<file path="src/rtl/divider_if.sv">
`default_nettype none
// ============================================================================
//  Module      : divider_if
//  Description : Request/response bundle between the EXE stage and the
//                iterative 32-bit divider.
//  Revision    : 1.0 - initial release
// ============================================================================
interface divider_if;
    logic [31:0] a;
    logic [31:0] b;
    logic        signed_div;
    logic        start;
    logic        annul;
    logic [63:0] result;
    logic        ready;
    logic        stall;

    // Pipeline side: issues divides and consumes results
    modport master (
        output a, b, signed_div, start, annul,
        input  result, ready, stall
    );

    // Divider side
    modport slave (
        input  a, b, signed_div, start, annul,
        output result, ready, stall
    );
endinterface
`default_nettype wire

</file>
<file path="src/rtl/divider.sv">
`default_nettype none
// ============================================================================
//  Module      : divider
//  Description : Multi-cycle 32-bit DIV/DIVU unit. Restoring radix-2, one
//                quotient bit per cycle, result {remainder, quotient} shown
//                for a single cycle in END.
//  Revision    : 1.0 - initial release
// ============================================================================
module divider (
    input logic       clk,
    input logic       rst,
    divider_if.slave  bus
);

    localparam logic [1:0] c_idle    = 2'd0;
    localparam logic [1:0] c_divzero = 2'd1;
    localparam logic [1:0] c_on      = 2'd2;
    localparam logic [1:0] c_end     = 2'd3;

    logic [1:0]  r_state;
    logic [4:0]  r_cnt;
    logic [31:0] r_divisor;   // magnitude of the divisor
    logic        r_neg_q;     // negate quotient at the end
    logic        r_neg_r;     // negate remainder at the end
    // [64:32] partial remainder, [31:0] dividend bits shifting out / quotient
    // bits shifting in
    logic [64:0] r_shreg;

    logic        w_accept;
    logic        w_a_neg;
    logic        w_b_neg;
    logic [31:0] w_a_mag;
    logic [31:0] w_b_mag;
    logic [32:0] w_diff;
    logic [31:0] w_quot;
    logic [31:0] w_rem;
    logic        w_ready;

    // Start acceptance, operand magnitudes, trial subtraction and final sign fix-up
    always_comb begin
        w_accept = (r_state == c_idle) && bus.start && !bus.annul && !rst;
        w_a_neg  = bus.signed_div && bus.a[31];
        w_b_neg  = bus.signed_div && bus.b[31];
        w_a_mag  = w_a_neg ? (32'd0 - bus.a) : bus.a;
        w_b_mag  = w_b_neg ? (32'd0 - bus.b) : bus.b;
        // Shifted remainder is below 2*divisor, so bit 32 alone flags a borrow
        w_diff   = r_shreg[63:31] - {1'b0, r_divisor};
        w_quot   = r_neg_q ? (32'd0 - r_shreg[31:0])  : r_shreg[31:0];
        w_rem    = r_neg_r ? (32'd0 - r_shreg[63:32]) : r_shreg[63:32];
        w_ready  = (r_state == c_end) && !bus.annul && !rst;
    end

    // Output drive: result only visible while ready, stall covers the whole busy window
    always_comb begin
        bus.ready  = w_ready;
        bus.result = w_ready ? {w_rem, w_quot} : 64'h0;
        bus.stall  = !rst && (w_accept || (r_state == c_divzero) || (r_state == c_on));
    end

    // FSM, operand latch and one restoring step per ON cycle
    always_ff @(posedge clk) begin
        if (rst) begin
            r_state   <= c_idle;
            r_cnt     <= 5'd0;
            r_divisor <= 32'd0;
            r_neg_q   <= 1'b0;
            r_neg_r   <= 1'b0;
            r_shreg   <= 65'd0;
        end else if (bus.annul && (r_state != c_idle)) begin
            r_state <= c_idle;
        end else begin
            case (r_state)
                c_idle: begin
                    if (w_accept) begin
                        r_cnt <= 5'd0;
                        if (bus.b == 32'd0) begin
                            // Zero result: clear everything so END presents 64'h0
                            r_state   <= c_divzero;
                            r_divisor <= 32'd0;
                            r_neg_q   <= 1'b0;
                            r_neg_r   <= 1'b0;
                            r_shreg   <= 65'd0;
                        end else begin
                            r_state   <= c_on;
                            r_divisor <= w_b_mag;
                            r_neg_q   <= w_a_neg ^ w_b_neg;
                            r_neg_r   <= w_a_neg;
                            r_shreg   <= {33'd0, w_a_mag};
                        end
                    end
                end
                c_divzero: begin
                    r_state <= c_end;
                end
                c_on: begin
                    if (!w_diff[32]) begin
                        r_shreg <= {w_diff, r_shreg[30:0], 1'b1};
                    end else begin
                        r_shreg <= {r_shreg[63:0], 1'b0};
                    end
                    r_cnt <= r_cnt + 5'd1;
                    if (r_cnt == 5'd31) begin
                        r_state <= c_end;
                    end
                end
                default: begin
                    r_state <= c_idle;
                end
            endcase
        end
    end

    // The partial remainder always stays below the divisor, so the top bit is never set
    a_rem_fits: assert property (@(posedge clk) disable iff (rst) !r_shreg[64]);

endmodule
`default_nettype wire

</file>
<file path="src/flat_wrapper.sv">
// flat-port wrapper written by rule: the top's interface ports become plain ports
module divider_flat 
  (clk, rst, bus_a, bus_b, bus_signed_div, bus_start, bus_annul, bus_result, bus_ready, bus_stall);
  divider_if bus_i ();
  input logic clk;
  input logic rst;
  input wire logic [$bits(bus_i.a)-1:0] bus_a;
  input wire logic [$bits(bus_i.b)-1:0] bus_b;
  input wire logic [$bits(bus_i.signed_div)-1:0] bus_signed_div;
  input wire logic [$bits(bus_i.start)-1:0] bus_start;
  input wire logic [$bits(bus_i.annul)-1:0] bus_annul;
  output wire logic [$bits(bus_i.result)-1:0] bus_result;
  output wire logic [$bits(bus_i.ready)-1:0] bus_ready;
  output wire logic [$bits(bus_i.stall)-1:0] bus_stall;
  assign bus_i.a = bus_a;
  assign bus_i.b = bus_b;
  assign bus_i.signed_div = bus_signed_div;
  assign bus_i.start = bus_start;
  assign bus_i.annul = bus_annul;
  assign bus_result = bus_i.result;
  assign bus_ready = bus_i.ready;
  assign bus_stall = bus_i.stall;
  divider u_core (.clk(clk), .rst(rst), .bus(bus_i));
endmodule
</file>
<file path="config.mk">
export PLATFORM = sky130hd
export DESIGN_NAME = divider_flat
export DESIGN_NICKNAME = d
export VERILOG_FILES = /design/src/rtl/divider_if.sv /design/src/rtl/divider.sv /design/src/flat_wrapper.sv
export SDC_FILE = /design/constraint.sdc
export NUM_CORES = 1
export LEC_CHECK = 0
export ABC_AREA = 0
export BUFFER_PORTS_ARGS = -buffer_cell sky130_fd_sc_hd__buf_2
export CAP_MARGIN = 20
export CORE_AREA = 3 3 139 141
export CTS_CLUSTER_DIAMETER = 50
export CTS_CLUSTER_SIZE = 14
export DETAILED_ROUTE_END_ITERATION = 8
export DIE_AREA = 0 0 142 144
export GPL_TIMING_DRIVEN = 0
export PLACE_DENSITY = 0.75
export SKIP_CTS_REPAIR_TIMING = 1
export SYNTH_ARGS = -nofsm -noshare
export SYNTH_HDL_FRONTEND = slang
export SYNTH_SLANG_ARGS = --single-unit
</file>
<file path="constraint.sdc">
create_clock -name clk -period 4.8 [get_ports clk]
set_clock_uncertainty 0.15 [all_clocks]
set_input_delay 0.72 -clock clk [delete_from_list [all_inputs] [get_ports clk]]
set_output_delay 0.72 -clock clk [all_outputs]
set_load 0.02 [all_outputs]
</file>
# Word level (Yosys, flattened, before mapping)
# Index checks and enable logic that the tools add are counted.
# word_totals
ram_bits	0
output_inout_bits	66
memories	0
latch_bits	0
wordCells	59
ff_bits	105
romBits	0
# classes
order_cmp	0
eq_ne	6
bitwise_logic	2
div	0
n_mul	0
reduce_logical	21
n_shift	0
muxes	18
add_sub_neg	6
# ops
op	count
2-to-1 mux 32 bit	6
2-to-1 mux 64 bit	3
one-hot mux 64 bit (2 select lines)	1
subtractor 1 x 32 -> 32 bit (first input constant)	4
subtractor 33 x 32 -> 33 bit	1
logical NOT 32 bit	1
one-hot mux 5 bit (2 select lines)	1
logical AND 1 bit	9
2-to-1 mux 2 bit	3
one-hot mux 2 bit (3 select lines)	1
AND reduction 3 bit	2
adder 5 x 1 -> 5 bit (second input constant)	1
== test 5 bit (second input constant)	1
2-to-1 mux 5 bit	1
== test 2 bit (second input constant)	2
nonzero test 2 bit	2
== test 2 x 1 -> 1 bit (second input constant)	1
logical NOT 1 bit	2
logical NOT 2 bit	1
logical OR 1 bit	2
2-to-1 mux 1 bit	2
!= test 2 x 1 -> 1 bit (second input constant)	1
!= test 2 bit (second input constant)	1
AND reduction 2 bit	1
3 further kinds	3

# Logic depth before layout (Yosys ltp)
# depth
depth_word	7
depth_mapped	13
mapped_depth_nobuf	12

# Worst setup path after synthesis
# OpenSTA, ideal clock, no wires.
# synth_path
path_kind	register to output
startpoint	register u_core.r_shreg[7]
endpoint	output port bus_result[29]
t_arrival_ns	2.816
path_slack_ns	1.114
t_required_ns	3.930
n_path_buf	0
path_stages_with_launch	10
cell_sequence	dfxtp_1 or4_4 nor4_4 nand3_2 or2_1 or4_4 or2_4 o41ai_2 xor2_1 nor2_1
# synth_between
elab_chain_cells	3
# synth_lines
item	line_no	text
from (decl)	divider.sv:27	logic [64:0] r_shreg;
from (signal assigned)	divider.sv:88	r_shreg <= {33'd0, w_a_mag};
from (signal assigned)	divider.sv:97	r_shreg <= {w_diff, r_shreg[30:0], 1'b1};
from (signal assigned)	divider.sv:99	r_shreg <= {r_shreg[63:0], 1'b0};
subtractor 1 x 32 -> 32 bit	divider.sv:48	w_quot = r_neg_q ? (32'd0 - r_shreg[31:0]) : r_shreg[31:0];
2-to-1 mux 32 bit	divider.sv:48	
2-to-1 mux 64 bit	divider.sv:56	bus.result = w_ready ? {w_rem, w_quot} : 64'h0;
to (decl)	flat_wrapper.sv:12	output wire logic [$bits(bus_i.result)-1:0] bus_result;
# No other way between the ends.

# Worst setup path after layout
# layout_path
startpoint	register u_core.r_shreg[34]
endpoint	output port bus_result[58]
# layout_between
elab_chain_cells	3
# layout_lines
item	line_no	text
subtractor 1 x 32 -> 32 bit	divider.sv:49	w_rem = r_neg_r ? (32'd0 - r_shreg[63:32]) : r_shreg[63:32];
2-to-1 mux 32 bit	divider.sv:49	
2-to-1 mux 64 bit	divider.sv:56	
# No other way between the ends.

==> impl_metrics.tcl <==
set metrics [dict create \
    dpl.hpwl_mm 21.6 \
    critical_path_arrival_ns 3.55 \
    relSlewSlack_pct 45.4 \
    slew_viol_final 0 \
    maxClockFrequency_ghz 0.226 \
    final_cell_mix "nand2_1, nor2_1, buf_2" \
    nets 1514 \
    cts_root_buf "clkbuf_16" \
    cts_tree "done" \
    drc_errors 0 \
    tightest_slew_ns 0.815 \
    peakVddDrop_mv 0.202 \
    cts_sinks 105 \
    routabilityCongestion 0.958 \
    grt-ovfl-total 0 \
    clk_pin_slew_ns 0.07 \
    cap_violations 0 \
    worst_hold_path_type "reg2reg" \
    initial_core_util_pct 50.1 \
    ant_nets 0 \
    track_usage_pct 26.3 \
    ys_seq_area_share_pct 23.2 \
    synth_fp_nets 1369 \
    coreArea_um2 18100 \
    min_period_ns 4.42 \
    grt_pass1_vias 8691 \
    cp_data_required_time_ns 3.93 \
    drt-initial-drc-count 803 \
    grt_setup_unrepaired "no" \
    syn-mean-instance-area_um2 7.22 \
    firstDrtPassIters 5 \
    finalSetupViolations 0 \
    yosys_warnings 0 \
    synth_edf_count 0 \
    antenna_found_initial 0 \
    pwr_density_cell_nw_per_um2 322 \
    syn_inst 1255 \
    num_io_pins 135 \
    viasPerCell 5.81 \
    cp_max_fo 7 \
    p_leak_nw 4.18 \
    cts_buffers 9 \
    routed_wl_mm 27.4 \
    grt_pass1_wl_mm 43.7 \
    num_vias 9490 \
    outcome "finished clean" \
    worst_setup_path_end_kind "output port" \
    final_common_cell "nand2_1" \
    finalHoldViolCount 0 \
    wl_per_cell_um 16.8 \
    critPathKind "reg2out" \
    setup_tns_ns 0 \
    synth.distinct_cells 69 \
    synthArstFlopShare_pct 0 \
    nFillCells 1761 \
    power_w 0.00332 \
    placed_cells 1618 \
    die_y_um 144 \
    seq_area_um2 2100 \
    ys.flop_type "dfxtp_1" \
    htree_levels 3 \
    drive_above_1_share_pct 12.8 \
    multiInputGateArea_um2 6460 \
    synth_area_um2 9060 \
    crit_path_start_kind "flop" \
    io_buffer_count 134 \
    ys_ff_latch 105 \
    grt_start_max_net_pins 18 \
    ctsLongestPathBuffers 2 \
    syn2layout_area_growth_pct 13.8 \
    insertion_delay_ns 0.36 \
    rows 49 \
    antenna_cells 0 \
    layout.cells.non_filler 1634 \
    min_period_over_period_pct 92.1 \
    die_w_um 142 \
    die-area_um2 20400 \
]
cell usage after synthesis (4+ instances only):
library cell  instances  area, um2
o31ai_1              28        210
or4_4                 4       45.0
nor2b_1               5       31.3
a311oi_1              4       35.0
xor2_1               85        744
nand2_1             167        627
a21oi_1              58        290
nand3_1              54        270
nor3_1               16       80.1
clkbuf_1             55        206
and2_1                9       56.3
or4_1                 7       52.6
nor4_1               12       75.1
o41ai_1              17        149
inv_1                58        218
a31oi_1              36        225
a211oi_1             27        203
dfxtp_1             105       2100
and3_1               10       62.6
or2_2                 4       25.0
nand4_1               9       56.3
o21ai_0              90        450
buf_2                 6       30.0
a22o_1                4       35.0
mux2i_1              32        320
xnor2_1              55        482
ha_1                 44        551
a21o_1               23        173
o21a_1                8       60.1
nand2b_1              4       25.0
nor2_1              142        533
or3_1                25        156
worst max-delay path, cell delays in order, from the launching register on:
cell and delay (ns):
dfxtp_1 0.39, nor4_2 0.52, nand3_1 0.22, or3_1 0.46, or3_1 0.44, or3_1 0.44
o41ai_1 0.32, xor2_1 0.17, nor2_1 0.05, buf_2 0.17
power by group:
group	internal (W)	leakage [nW]	switching (W)
Clock	0.000409	0.137	0.000346
Sequential	0.000942	0.851	0.0000732
Combinational	0.000626	3.20	0.000920
Total	0.00198	4.18	0.00134
cell type report:
type                            count  area share (%)
Tap cell                          229            2.78
Clock buffer                       11            2.26
Buffer                             68            2.75
Sequential cell                   105            20.4
Clock inverter                      5           0.607
Multi-Input combinational cell   1024            62.6
Inverter                           58            2.11
Timing Repair Buffer              134            6.50
final timing paths:
check | start | end | slack (ns) | depth (start not counted)
worst max-delay path | u_core.r_shreg[34] | bus_result[58] | 0.38 | 9
worst min-delay path | u_core.r_divisor[17] | u_core.r_divisor[17] | 0.31 | 2
worst max register to register | u_core.r_shreg[31] | u_core.r_shreg[38] | 0.67 | 13
worst min register to register | u_core.r_divisor[17] | u_core.r_divisor[17] | 0.31 | 2
per-layer routing:
metal | GRT usage (%) | vias up | routed length (um)
met3 | 2.91 | 42 | 1670
met1 | 37.9 | 4398 | 12900
met2 | 41.1 | 311 | 12200
met5 | 0 | - | 0
li1 | - | 4739 | -
met4 | 8.48 | 0 | 578
kinds of logic after synthesis:
family                     Yosys count  share of synthesized area (%)
muxes                               32                           3.53
adders and majority gates           45                           6.30
and+or+nand+nor                    485                           24.8
DFF                                105                           23.2
AOI/OAI and AO/OA                  321                           22.9
xor gates and xnor gates           141                           13.7
buffers and inverters              126                           5.54
state kept, by name, indices dropped and copies added, names as in the netlist:
register,cells
u_core.r_state,2
u_core.r_cnt,5
u_core.r_neg_r,1
u_core.r_shreg,64
u_core.r_divisor,32
u_core.r_neg_q,1
through the flow:
stage | util, % | cell area (um2) | setup WS [ns] | hold slack (ns)
2_1_floorplan | - | 9060 | 1.11 | 0.282
3_3_place_gp | 55.4 | 10000 | 0.820 | 0.290
3_5_place_dp | 55.4 | 10000 | 0.758 | 0.301
4_1_cts | 57.0 | 10300 | 0.378 | 0.312
5_1_grt | 57.0 | 10300 | 0.148 | 0.342
6_report | 57.0 | 10300 | 0.379 | 0.313
Power figures use the tool's default switching activity.
